`src/rtl/memory_lsu_stage.sv`:
```
`default_nettype none
// ============================================================================
// memory_lsu_stage : pipeline MEM stage with req/ready data port, store lane
//                    alignment, load extraction and the MEM/WB register.
// Optional: MISALIGN_TRAP_EN adds misaligned-access suppression + misalign_o.
// Revision: 1.0
// ============================================================================
module memory_lsu_stage #(
  parameter int XLEN           = 32,
  parameter int TIMEOUT_CYCLES = 255
) (
  input  logic            clk_i,
  input  logic            rst_i,
  input  logic            mem_write_m_i,
  input  logic [1:0]      result_src_m_i,
  input  logic            reg_write_m_i,
  input  logic [1:0]      data_memory_size_m_i,
  input  logic            data_memory_sign_m_i,
  input  logic [XLEN-1:0] alu_result_m_i,
  input  logic [XLEN-1:0] write_data_m_i,
  input  logic [XLEN-1:0] pc_plus4_m_i,
  input  logic [4:0]      rd_m_i,
  output logic            dmem_req_o,
  output logic            dmem_we_o,
  output logic [XLEN-1:0] dmem_addr_o,
  output logic [3:0]      dmem_be_o,
  output logic [XLEN-1:0] dmem_wdata_o,
  input  logic            dmem_ready_i,
  input  logic [XLEN-1:0] dmem_rdata_i,
  output logic            stall_m_o,
  output logic            reg_write_w_o,
  output logic [1:0]      result_src_w_o,
  output logic [4:0]      rd_w_o,
  output logic [XLEN-1:0] read_data_w_o,
  output logic [XLEN-1:0] alu_result_w_o,
  output logic [XLEN-1:0] pc_plus4_w_o,
  output logic            dmem_timeout_o
`ifdef MISALIGN_TRAP_EN
  ,
  output logic            misalign_o
`endif
);

  typedef enum logic [0:0] {
    IDLE = 1'b0,
    WAIT = 1'b1
  } state_t;

  localparam logic [7:0] c_wait_last = 8'(TIMEOUT_CYCLES - 1);

  state_t            r_state;
  state_t            w_state_nxt;
  logic [7:0]        r_wait_cnt;
  logic [7:0]        w_wait_cnt_nxt;
  logic              w_is_load;
  logic              w_access;
  logic              w_misalign;
  logic              w_issue;
  logic              w_req;
  logic              w_timeout_hit;
  logic              w_stall;
  logic [3:0]        w_be;
  logic [XLEN-1:0]   w_wdata;
  logic [XLEN-1:0]   w_rdata_eff;
  logic [7:0]        w_byte;
  logic [15:0]       w_half;
  logic              w_sext;
  logic [XLEN-1:0]   w_load_data;

  assign w_is_load = (result_src_m_i == 2'b01);
  assign w_access  = mem_write_m_i | w_is_load;

`ifdef MISALIGN_TRAP_EN
  always_comb begin
    w_misalign = 1'b0;
    if (w_access) begin
      if (data_memory_size_m_i == 2'b01) begin
        w_misalign = alu_result_m_i[0];
      end else if (data_memory_size_m_i[1]) begin
        w_misalign = (alu_result_m_i[1:0] != 2'b00);
      end
    end
  end
`else
  assign w_misalign = 1'b0;
`endif

  assign w_issue = w_access & ~w_misalign;
  // Reset gates the request combinationally so it drops before the clock edge.
  assign w_req   = ~rst_i & (w_issue | (r_state == WAIT));
  assign w_stall = w_req & ~dmem_ready_i & ~w_timeout_hit;

  always_ff @(posedge clk_i or posedge rst_i) begin
    if (rst_i) begin
      r_state    <= IDLE;
      r_wait_cnt <= '0;
    end else begin
      r_state    <= w_state_nxt;
      r_wait_cnt <= w_wait_cnt_nxt;
    end
  end

  always_comb begin
    w_state_nxt    = r_state;
    w_wait_cnt_nxt = r_wait_cnt;
    w_timeout_hit  = 1'b0;
    case (r_state)
      IDLE: begin
        w_wait_cnt_nxt = '0;
        if (w_req && !dmem_ready_i) begin
          w_state_nxt = WAIT;
        end
      end
      WAIT: begin
        if (dmem_ready_i) begin
          w_state_nxt    = IDLE;
          w_wait_cnt_nxt = '0;
        end else if (r_wait_cnt == c_wait_last) begin
          w_timeout_hit  = 1'b1;
          w_state_nxt    = IDLE;
          w_wait_cnt_nxt = '0;
        end else begin
          w_wait_cnt_nxt = r_wait_cnt + 8'd1;
        end
      end
      default: begin
        w_state_nxt    = IDLE;
        w_wait_cnt_nxt = '0;
      end
    endcase
  end

  always_comb begin
    w_be    = 4'b1111;
    w_wdata = write_data_m_i;
    case (data_memory_size_m_i)
      2'b00: begin
        w_be    = 4'b0001 << alu_result_m_i[1:0];
        w_wdata = {4{write_data_m_i[7:0]}};
      end
      2'b01: begin
        w_be    = 4'b0011 << {alu_result_m_i[1], 1'b0};
        w_wdata = {2{write_data_m_i[15:0]}};
      end
      default: begin
        w_be    = 4'b1111;
        w_wdata = write_data_m_i;
      end
    endcase
  end

  assign dmem_req_o   = w_req;
  assign dmem_we_o    = mem_write_m_i;
  assign dmem_addr_o  = {alu_result_m_i[XLEN-1:2], 2'b00};
  assign dmem_be_o    = w_be;
  assign dmem_wdata_o = w_wdata;
  assign stall_m_o    = w_stall;

  // An abandoned access completes with an all-zero word.
  assign w_rdata_eff = w_timeout_hit ? '0 : dmem_rdata_i;
  assign w_sext      = ~data_memory_sign_m_i;

  always_comb begin
    w_byte = w_rdata_eff[7:0];
    case (alu_result_m_i[1:0])
      2'b00:   w_byte = w_rdata_eff[7:0];
      2'b01:   w_byte = w_rdata_eff[15:8];
      2'b10:   w_byte = w_rdata_eff[23:16];
      default: w_byte = w_rdata_eff[31:24];
    endcase
  end

  assign w_half = alu_result_m_i[1] ? w_rdata_eff[31:16] : w_rdata_eff[15:0];

  always_comb begin
    w_load_data = w_rdata_eff;
    case (data_memory_size_m_i)
      2'b00:   w_load_data = {{(XLEN-8){w_sext & w_byte[7]}}, w_byte};
      2'b01:   w_load_data = {{(XLEN-16){w_sext & w_half[15]}}, w_half};
      default: w_load_data = w_rdata_eff;
    endcase
  end

  // While stalled the register captures a bubble so rd is written exactly once.
  always_ff @(posedge clk_i or posedge rst_i) begin
    if (rst_i) begin
      reg_write_w_o  <= 1'b0;
      result_src_w_o <= '0;
      rd_w_o         <= '0;
      read_data_w_o  <= '0;
      alu_result_w_o <= '0;
      pc_plus4_w_o   <= '0;
      dmem_timeout_o <= 1'b0;
    end else begin
      reg_write_w_o  <= reg_write_m_i & ~w_stall & ~w_misalign;
      result_src_w_o <= result_src_m_i;
      rd_w_o         <= rd_m_i;
      read_data_w_o  <= (w_is_load && w_issue) ? w_load_data : '0;
      alu_result_w_o <= alu_result_m_i;
      pc_plus4_w_o   <= pc_plus4_m_i;
      dmem_timeout_o <= w_timeout_hit;
    end
  end

`ifdef MISALIGN_TRAP_EN
  always_ff @(posedge clk_i or posedge rst_i) begin
    if (rst_i) begin
      misalign_o <= 1'b0;
    end else begin
      misalign_o <= w_misalign;
    end
  end
`endif

endmodule
`default_nettype wire

```
`config.mk`:
```
export PLATFORM = sky130hd
export DESIGN_NAME = memory_lsu_stage
export DESIGN_NICKNAME = d
export VERILOG_FILES = /design/src/rtl/memory_lsu_stage.sv
export SDC_FILE = /design/constraint.sdc
export NUM_CORES = 1
export LEC_CHECK = 0
export CORE_AREA = 4 4 120 122
export DETAILED_ROUTE_END_ITERATION = 7
export DIE_AREA = 0 0 124 126
export DONT_BUFFER_PORTS = 1
export HOLD_SLACK_MARGIN = 0.12
export SLEW_MARGIN = 20
export SYNTH_ARGS = -nofsm -noshare
export SYNTH_HDL_FRONTEND = slang
export SYNTH_SLANG_ARGS = --single-unit
```
`constraint.sdc`:
```
create_clock -name clk_i -period 3.6 [get_ports clk_i]
set_input_delay 0.36 -clock clk_i [delete_from_list [all_inputs] [get_ports clk_i]]
set_output_delay 0.36 -clock clk_i [all_outputs]
set_load 0.01 [all_outputs]
```
==> summary.txt, run 1 <==
================================================================================
Post-Route Skew ...................................................   0.00750 ns
Minimum clock period ..............................................      2.36 ns
Filler Cell Count .................................................         1214
Min-delay worst type .............................................. primary input to flip-flop
Final number of setup-violating endpoints .........................            0
# rows ............................................................           42
Post-synth EDFFs ..................................................            0
Number of distinct library cells after synthesis ..................           38
Core Box Area .....................................................  13200 sq um
Routed wirelength normalized by instance count ....................      23.9 um
Cell types with the largest area share after synthesis ............ dfrtp_1 (62%), buf_4 (6.8%), mux2_2 (6.1%)
Share of async-settable or async-resettable flops after synthesis .         100%
Timing-limited maximum frequency ..................................    0.424 GHz
Starting DRT DRC Count ............................................          134
Clock transition at path regs .....................................      0.06 ns
Setup TNS after final layout ......................................         0 ns
Worst EP required .................................................      3.24 ns
Die Wd ............................................................       124 um
Vertical die dimension ............................................       126 um
Crit Path Category ................................................ flip-flop to output pin
Num ports .........................................................          319
Period Utilization, post-route ....................................        65.6%
Number of max-cap violations ......................................            0
Global-route wire length before repair ............................     21700 um
Worst-case clock buffer depth .....................................            2
H-tree depth ......................................................            4
Vias per inst .....................................................         4.94
Total routing resource utilization after global routing ...........        19.2%
Remaining global-route overflow ...................................            0
Critical path peak fanout .........................................            9
Layout-stage area growth over the synthesis result ................        32.3%
Number of iterations in the first detailed-routing pass ...........            4
Dominant register cell in the synthesized netlist .................      dfrtp_1
Net count reported at finish ......................................          588
Nature of the critical path endpoint ..............................   output pin
Commonest cells after routing, fill and taps aside ................ dfrtp_1 (114), dlygate4sd3_1 (104), nand2_1 (33)
TritonCTS clock tree ..............................................          yes
Global placer's final weighted congestion .........................        0.761
Latest clock arrival within the worst-skew pair ...................      0.41 ns
Layout cells sized above 1 ........................................        16.4%
Total of buffers placed on input and output ports .................            0
Flop and latch count out of synthesis .............................          114
Maximum number of pins on one net before global-route repair ......           87
Die outline area ..................................................  15600 sq um
Max Transition Viols Final ........................................            0
Status ............................................................ complete, no violations
Average footprint of a synthesized cell ...........................   12.3 sq um
Maximum vdd ir drop ...............................................     0.290 mV
Synth top area share ..............................................        61.7%
Crit path DAT .....................................................      2.00 ns
Standard cell area after detailed placement .......................   4480 sq um
Post-detailed-route count of antenna-violating nets ...............            0
Clock sink count ..................................................          114
Number of clock buffers inserted by TritonCTS .....................           17
DRC ...............................................................            0
Vias in the first global route ....................................         3452
Fin area ..........................................................   6120 sq um
Number of vias after detailed routing .............................         3129
CTS Root Cell .....................................................    clkbuf_16
Initial standard-cell utilization of the core .....................        35.1%
Cell accounting for the most synthesized area .....................      dfrtp_1
Initial antenna violation count ...................................            1
Type of origin of the critical path ...............................    flip-flop
Synth warn ........................................................            0
Cell count after synthesis ........................................          376
Hold violation total from the final report ........................            0
End-of-flow core utilization ......................................        46.4%
Slew at the pin closest to its max-slew limit .....................      1.09 ns
Leak Pwr ..........................................................      2.73 nW
Commonest non-fill, non-tap cell in the layout ....................      dfrtp_1
Detail Placement HPWL .............................................     10400 um
RSZ-0062 raised after global routing ..............................           no
Sum of routed wire length over all layers .........................     15200 um
Power per cell area ...............................................  548 nW/um^2
Synth Cell Area ...................................................   4630 sq um
Remaining max-slew budget at the tightest pin .....................        27.4%
Part of the Yosys area used for sequential elements ...............        61.7%
================================================================================
## cells by family (layout without fill, tap and decap cells)
kind of cell | count (synthesis) | in the layout | synth area share, %
AOI/OAI and AO/OA | 50 | 50 | 8.06
and+or+nand+nor | 99 | 99 | 10.1
adders and majority gates | 2 | 2 | 0.541
buffers and inverters | 62 | 141 | 8.65
other | 1 | 3 | 0.0810
xor gates and xnor gates | 6 | 6 | 1.14
muxes | 42 | 42 | 9.76
DFF | 114 | 114 | 61.7
## cells in the mapped netlist (5+ instances only)
library cell  number
o21ai_0            9
a21oi_1           22
nor2b_1            5
a221oi_2           7
buf_2              8
buf_4             42
and2_1             7
dfrtp_1          114
nand2_1           33
xor2_1             5
mux2_2            25
mux2i_1           17
nor2_1            28
clkbuf_1           8
## power by group
part	switching (mW)	internal, mW
sequential	0.0634	1.34
clock	0.642	1.04
combinational	0.130	0.140
total	0.836	2.52
## worst max-delay path, cell delays in order, from the launching register on
cell     delay [ns]
dfrtp_1        0.42
inv_1          0.06
ha_1           0.19
and3_1         0.18
nand3_1        0.35
inv_1          0.15
nor2_1         0.23
## path summary, 6_finish.rpt
check / to / slack, ns / cells after the start / from
min in group asynchronous: dmem_timeout_o / 0.56 / 2 / rst_i
hold reg to reg: r_state / 0.49 / 1 / r_state
hold / removal: read_data_w_o[28] / 0.13 / 2 / dmem_rdata_i[28]
setup / recovery: stall_m_o / 1.24 / 6 / r_wait_cnt[0]
max in group asynchronous: pc_plus4_w_o[11] / 2.11 / 3 / rst_i
setup reg to reg: read_data_w_o[14] / 1.35 / 7 / r_wait_cnt[0]
## registers in the layout (all words and copies together), names as in the netlist
signal / flops
rd_w_o: 5
reg_write_w_o: 1
alu_result_w_o: 32
read_data_w_o: 32
r_wait_cnt: 8
r_state: 1
result_src_w_o: 2
dmem_timeout_o: 1
pc_plus4_w_o: 32
## final cells by class
type                            count  area (sq um)  share of cell area [%]
Sequential cell                   114          2850                    46.6
Clock buffer                       17           425                    6.95
Clock inverter                     15           173                    2.82
Tap cell                          176           220                    3.60
Timing Repair Buffer              105          1050                    17.1
Antenna cell                        1          2.50                  0.0409
Multi-Input combinational cell    201          1380                    22.5
Inverter                            4          20.0                   0.327
## per-stage QoR
step | std cells | setup WS, ns | hold slack (ns) | power (mW)
after floorplan | 377 | 0.224 | 0.391 | 1.61
after global placement | 496 | 1.72 | 0.391 | 1.59
after detailed placement | 496 | 1.66 | 0.391 | 1.60
after CTS | 632 | 1.22 | 0.122 | 3.39
after global routing | 633 | 1.10 | 0.130 | 3.49
final | 633 | 1.24 | 0.131 | 3.36
## timing repair
item                                   4_1_cts  5_1_grt
setup buffers                                0        0
hold buffers                               104        0
resized for setup                            0        0
endpoints found under the hold margin      102        0
## layer usage
layer,track usage [%],routed length [um],vias to the layer above
met4,8.44,386,0
li1,-,-,1353
met1,20.0,5260,1512
met2,33.9,7870,236
met5,0,0,-
met3,7.35,1640,28
(Power assumes the default switching activity.)
==> run 2: changes to the inputs <==
clock period = 2.15 ns   (was 3.6 ns; I/O delays follow)
==> summary.txt, run 2 <==
=====================================================================================
Compound-cell area share of the yosys netlist ..........................        8.06%
Post-cts repair resize count ...........................................            0
H-tree depth ...........................................................            4
Placed instance count ..................................................          498
Number of distinct library cells after synthesis .......................           38
Adder-cell area share of the yosys netlist .............................       0.541%
Cell count after synthesis .............................................          376
Dominant register cell in the synthesized netlist ......................      dfrtp_1
Post-synth EDFFs .......................................................            0
Multiplexer area fraction after synthesis ..............................        9.76%
Flop and latch count out of synthesis ..................................          114
Part of the Yosys area used for sequential elements ....................        61.7%
Combinational family with the most area after synthesis ................ simple AND/OR/NAND/NOR gates
Share of async-settable or async-resettable flops after synthesis ......         100%
Commonest cells post-synth ............................................. dfrtp_1 (114), buf_4 (42), nand2_1 (33), nor2_1 (28), mux2_2 (25)
# rows .................................................................           42
CTS Root Cell ..........................................................    clkbuf_16
Cell types with the largest area share after synthesis ................. dfrtp_1 (62%), buf_4 (6.8%), mux2_2 (6.1%)
Die Wd .................................................................       124 um
Clock sink count .......................................................          114
Number of clock buffers inserted by TritonCTS ..........................           17
Post-CTS setup buffers .................................................            0
Cell accounting for the most synthesized area ..........................      dfrtp_1
Detail Placement HPWL ..................................................     10200 um
Synth warn .............................................................            0
Post-synthesis xor/xnor area fraction ..................................        1.14%
Err .................................................................... [ERROR RSZ-0060] Max buffer count reached.
Worst-case clock buffer depth ..........................................            2
Placement Setup Slack ..................................................     0.463 ns
Num ports ..............................................................          319
Fail Step .............................................................. clock tree synthesis (4_1_cts)
Status ................................................................. stopped before the end
Global placer's final weighted congestion ..............................        0.713
Average footprint of a synthesized cell ................................   12.3 sq um
Post-synthesis share of cell area spent on and, or, nand and nor gates .        10.1%
Post-cts hold buffer count .............................................          107
Initial standard-cell utilization of the core ..........................        35.1%
Most common cell in the netlist ........................................      dfrtp_1
Synth Cell Area ........................................................   4630 sq um
Total of buffers placed on input and output ports ......................            0
Synth top area share ...................................................        61.7%
Vertical die dimension .................................................       126 um
=====================================================================================
run 2: logic make-up after synthesis:
group                    after synthesis
AO/OA/AOI/OAI                         50
XOR/XNOR                               6
adder cells (fa/ha/maj)                2
buffers and inverters                 62
flip-flops                           114
multiplexers                          42
other                                  1
AND/OR/NAND/NOR                       99
run 2: through the flow:
| step | area (sq um) | hold WS, ns | utilization [%] |
|---|---|---|---|
| after global placement | 4500 | 0.246 | 34.1 |
| after detailed placement | 4500 | 0.246 | 34.1 |
| after floorplan | 4630 | 0.246 | - |
==> run 3: changes to the inputs <==
CORE_AREA = not set   (was 4 4 120 122)
CORE_MARGIN = 4   (was not set)
CORE_UTILIZATION = 35   (was not set)
DIE_AREA = not set   (was 0 0 124 126)
HOLD_SLACK_MARGIN = not set   (was 0.12)
PLACE_DENSITY_LB_ADDON = 0.15   (was not set)
clock period = 2.8 ns   (was 2.15 ns; I/O delays follow)
==> summary.txt, run 3 (synthesis gave the netlist of run 1 again) <==
===========================================================================
Standard cell area after detailed placement ..................   4480 sq um
Setup TNS after final layout .................................         0 ns
Latest clock arrival within the worst-skew pair ..............      0.41 ns
Nature of the critical path endpoint .........................   output pin
Final number of setup-violating endpoints ....................            0
Critical path peak fanout ....................................            9
Routed wirelength normalized by instance count ...............      22.8 um
Period Utilization, post-route ...............................        80.3%
Worst EP required ............................................      2.52 ns
Clock sink count .............................................          114
Register cell area after layout ..............................   2850 sq um
Commonest non-fill, non-tap cell in the layout ...............      dfrtp_1
Initial standard-cell utilization of the core ................        36.2%
Vias in the first global route ...............................         3158
Num ports ....................................................          319
Timing-limited maximum frequency .............................    0.445 GHz
Maximum vdd ir drop ..........................................     0.363 mV
Slew at the pin closest to its max-slew limit ................     0.997 ns
Crit path capture ............................................    stall_m_o
Max Transition Viols Final ...................................            0
Number of max-cap violations .................................            0
Number of vias after detailed routing ........................         2968
Area occupied by multi-input gates ...........................   1380 sq um
Starting DRT DRC Count .......................................          168
Status ....................................................... complete, no violations
Remaining max-slew budget at the tightest pin ................        33.3%
Type of origin of the critical path ..........................    flip-flop
Core Box Area ................................................  12800 sq um
Leak Pwr .....................................................      2.62 nW
Global-route wire length before repair .......................     19500 um
Remaining global-route overflow ..............................            0
Crit Path Category ........................................... flip-flop to output pin
Maximum number of pins on one net before global-route repair .          115
Commonest cells after routing, fill and taps aside ........... dfrtp_1 (114), dlygate4sd3_1 (81), nand2_1 (33)
Fin area .....................................................   5850 sq um
CTS Root Cell ................................................    clkbuf_16
Detail Placement HPWL ........................................     10000 um
Filler Cell Count ............................................         1156
Vias per inst ................................................         4.91
Post-detailed-route count of antenna-violating nets ..........            0
Logic depth of the worst register-to-register path ...........            7
Layout-stage area growth over the synthesis result ...........        26.4%
Worst Setup SP ............................................... r_wait_cnt[0]
Minimum clock period .........................................      2.25 ns
Crit path DAT ................................................      1.97 ns
Layout cells sized above 1 ...................................        17.3%
Count of inserted antenna diode cells ........................            0
Number of iterations in the first detailed-routing pass ......            4
Clock transition at path regs ................................      0.06 ns
Number of clock buffers inserted by TritonCTS ................           17
Placement Setup Slack ........................................     0.920 ns
Biggest registers after layout ............................... alu_result_w_o x32, pc_plus4_w_o x32, read_data_w_o x32
Total routing resource utilization after global routing ......        18.1%
Power per cell area ..........................................  701 nW/um^2
Post-Route Skew ..............................................   0.00816 ns
Hold violation total from the final report ...................            0
RSZ-0062 raised after global routing .........................           no
R2R Path Start ............................................... r_wait_cnt[0]
H-tree depth .................................................            4
Worst-case clock buffer depth ................................            2
Capturing point of the worst reg2reg path .................... read_data_w_o[9]
Min-delay worst type ......................................... primary input to flip-flop
Post-cts repair resize count .................................            0
Vertical die dimension .......................................       123 um
DRC ..........................................................            0
Net count reported at finish .................................          565
Total of buffers placed on input and output ports ............            0
Initial antenna violation count ..............................            0
Global placer's final weighted congestion ....................        0.740
Die outline area .............................................  15100 sq um
# rows .......................................................           41
Least setup slack across all paths after layout ..............     0.553 ns
Die Wd .......................................................       123 um
TritonCTS clock tree .........................................          yes
Sum of routed wire length over all layers ....................     13800 um
Register-to-register path setup slack ........................      0.60 ns
===========================================================================
## run 3: critical path, stage by stage, from the launching register on
cell and delay (ns):
dfrtp_1 0.44, inv_1 0.07, ha_1 0.19, and3_1 0.18
nand3_1 0.32, inv_1 0.13, nor2_1 0.23
## run 3: how the worst min path moves through the flow
stage                            startpoint                end  slack, ns  cells past startpoint
after CTS                  dmem_rdata_i[12]  read_data_w_o[12]     0.0002                      2
after detailed placement    pc_plus4_m_i[6]    pc_plus4_w_o[6]       0.31                      0
after global placement            rd_m_i[0]          rd_w_o[0]       0.31                      0
final                      dmem_rdata_i[12]  read_data_w_o[12]       0.02                      2
after floorplan           alu_result_m_i[0]  alu_result_w_o[0]       0.31                      0
after global routing       dmem_rdata_i[10]  read_data_w_o[10]       0.01                      2
## run 3: timing repair
item	CTS	global route
hold buffers	81	0
hold endpoints to repair	199	0
buffers inserted	0	0
## run 3: layer usage
metal	vias to the layer above	wire [um]	part of all wire, %	global-route usage (%)
met5	-	0	0	0
met4	0	196	1.4	7.06
met3	13	1730	13	9.88
met2	199	7350	53	31.7
met1	1445	4550	33	17.8
li1	1311	-	-	-
## run 3: cell type report
type | count | share of cell area, %
multi-input cells | 201 | 23.6
well taps | 172 | 3.68
inverters | 4 | 0.321
clock buffers | 19 | 7.74
flip-flops and latches | 114 | 48.8
clock inverters | 13 | 1.71
repair buffers | 82 | 14.2
## run 3: per-stage QoR
stage	total power [mW]	hold WS (ns)	std cells	util, %
after detailed placement	2.06	0.311	492	35.1
after floorplan	2.08	0.311	377	-
after global routing	4.27	0.00983	605	45.8
after global placement	2.06	0.311	492	35.1
after CTS	4.16	0.000153	605	45.8
final	4.10	0.0243	605	45.8
## run 3: power breakdown
part	switching, mW	internal, mW	leakage [nW]
clock	0.791	1.19	0.271
combinational	0.154	0.159	0.934
sequential	0.0822	1.73	1.41
total	1.03	3.07	2.62
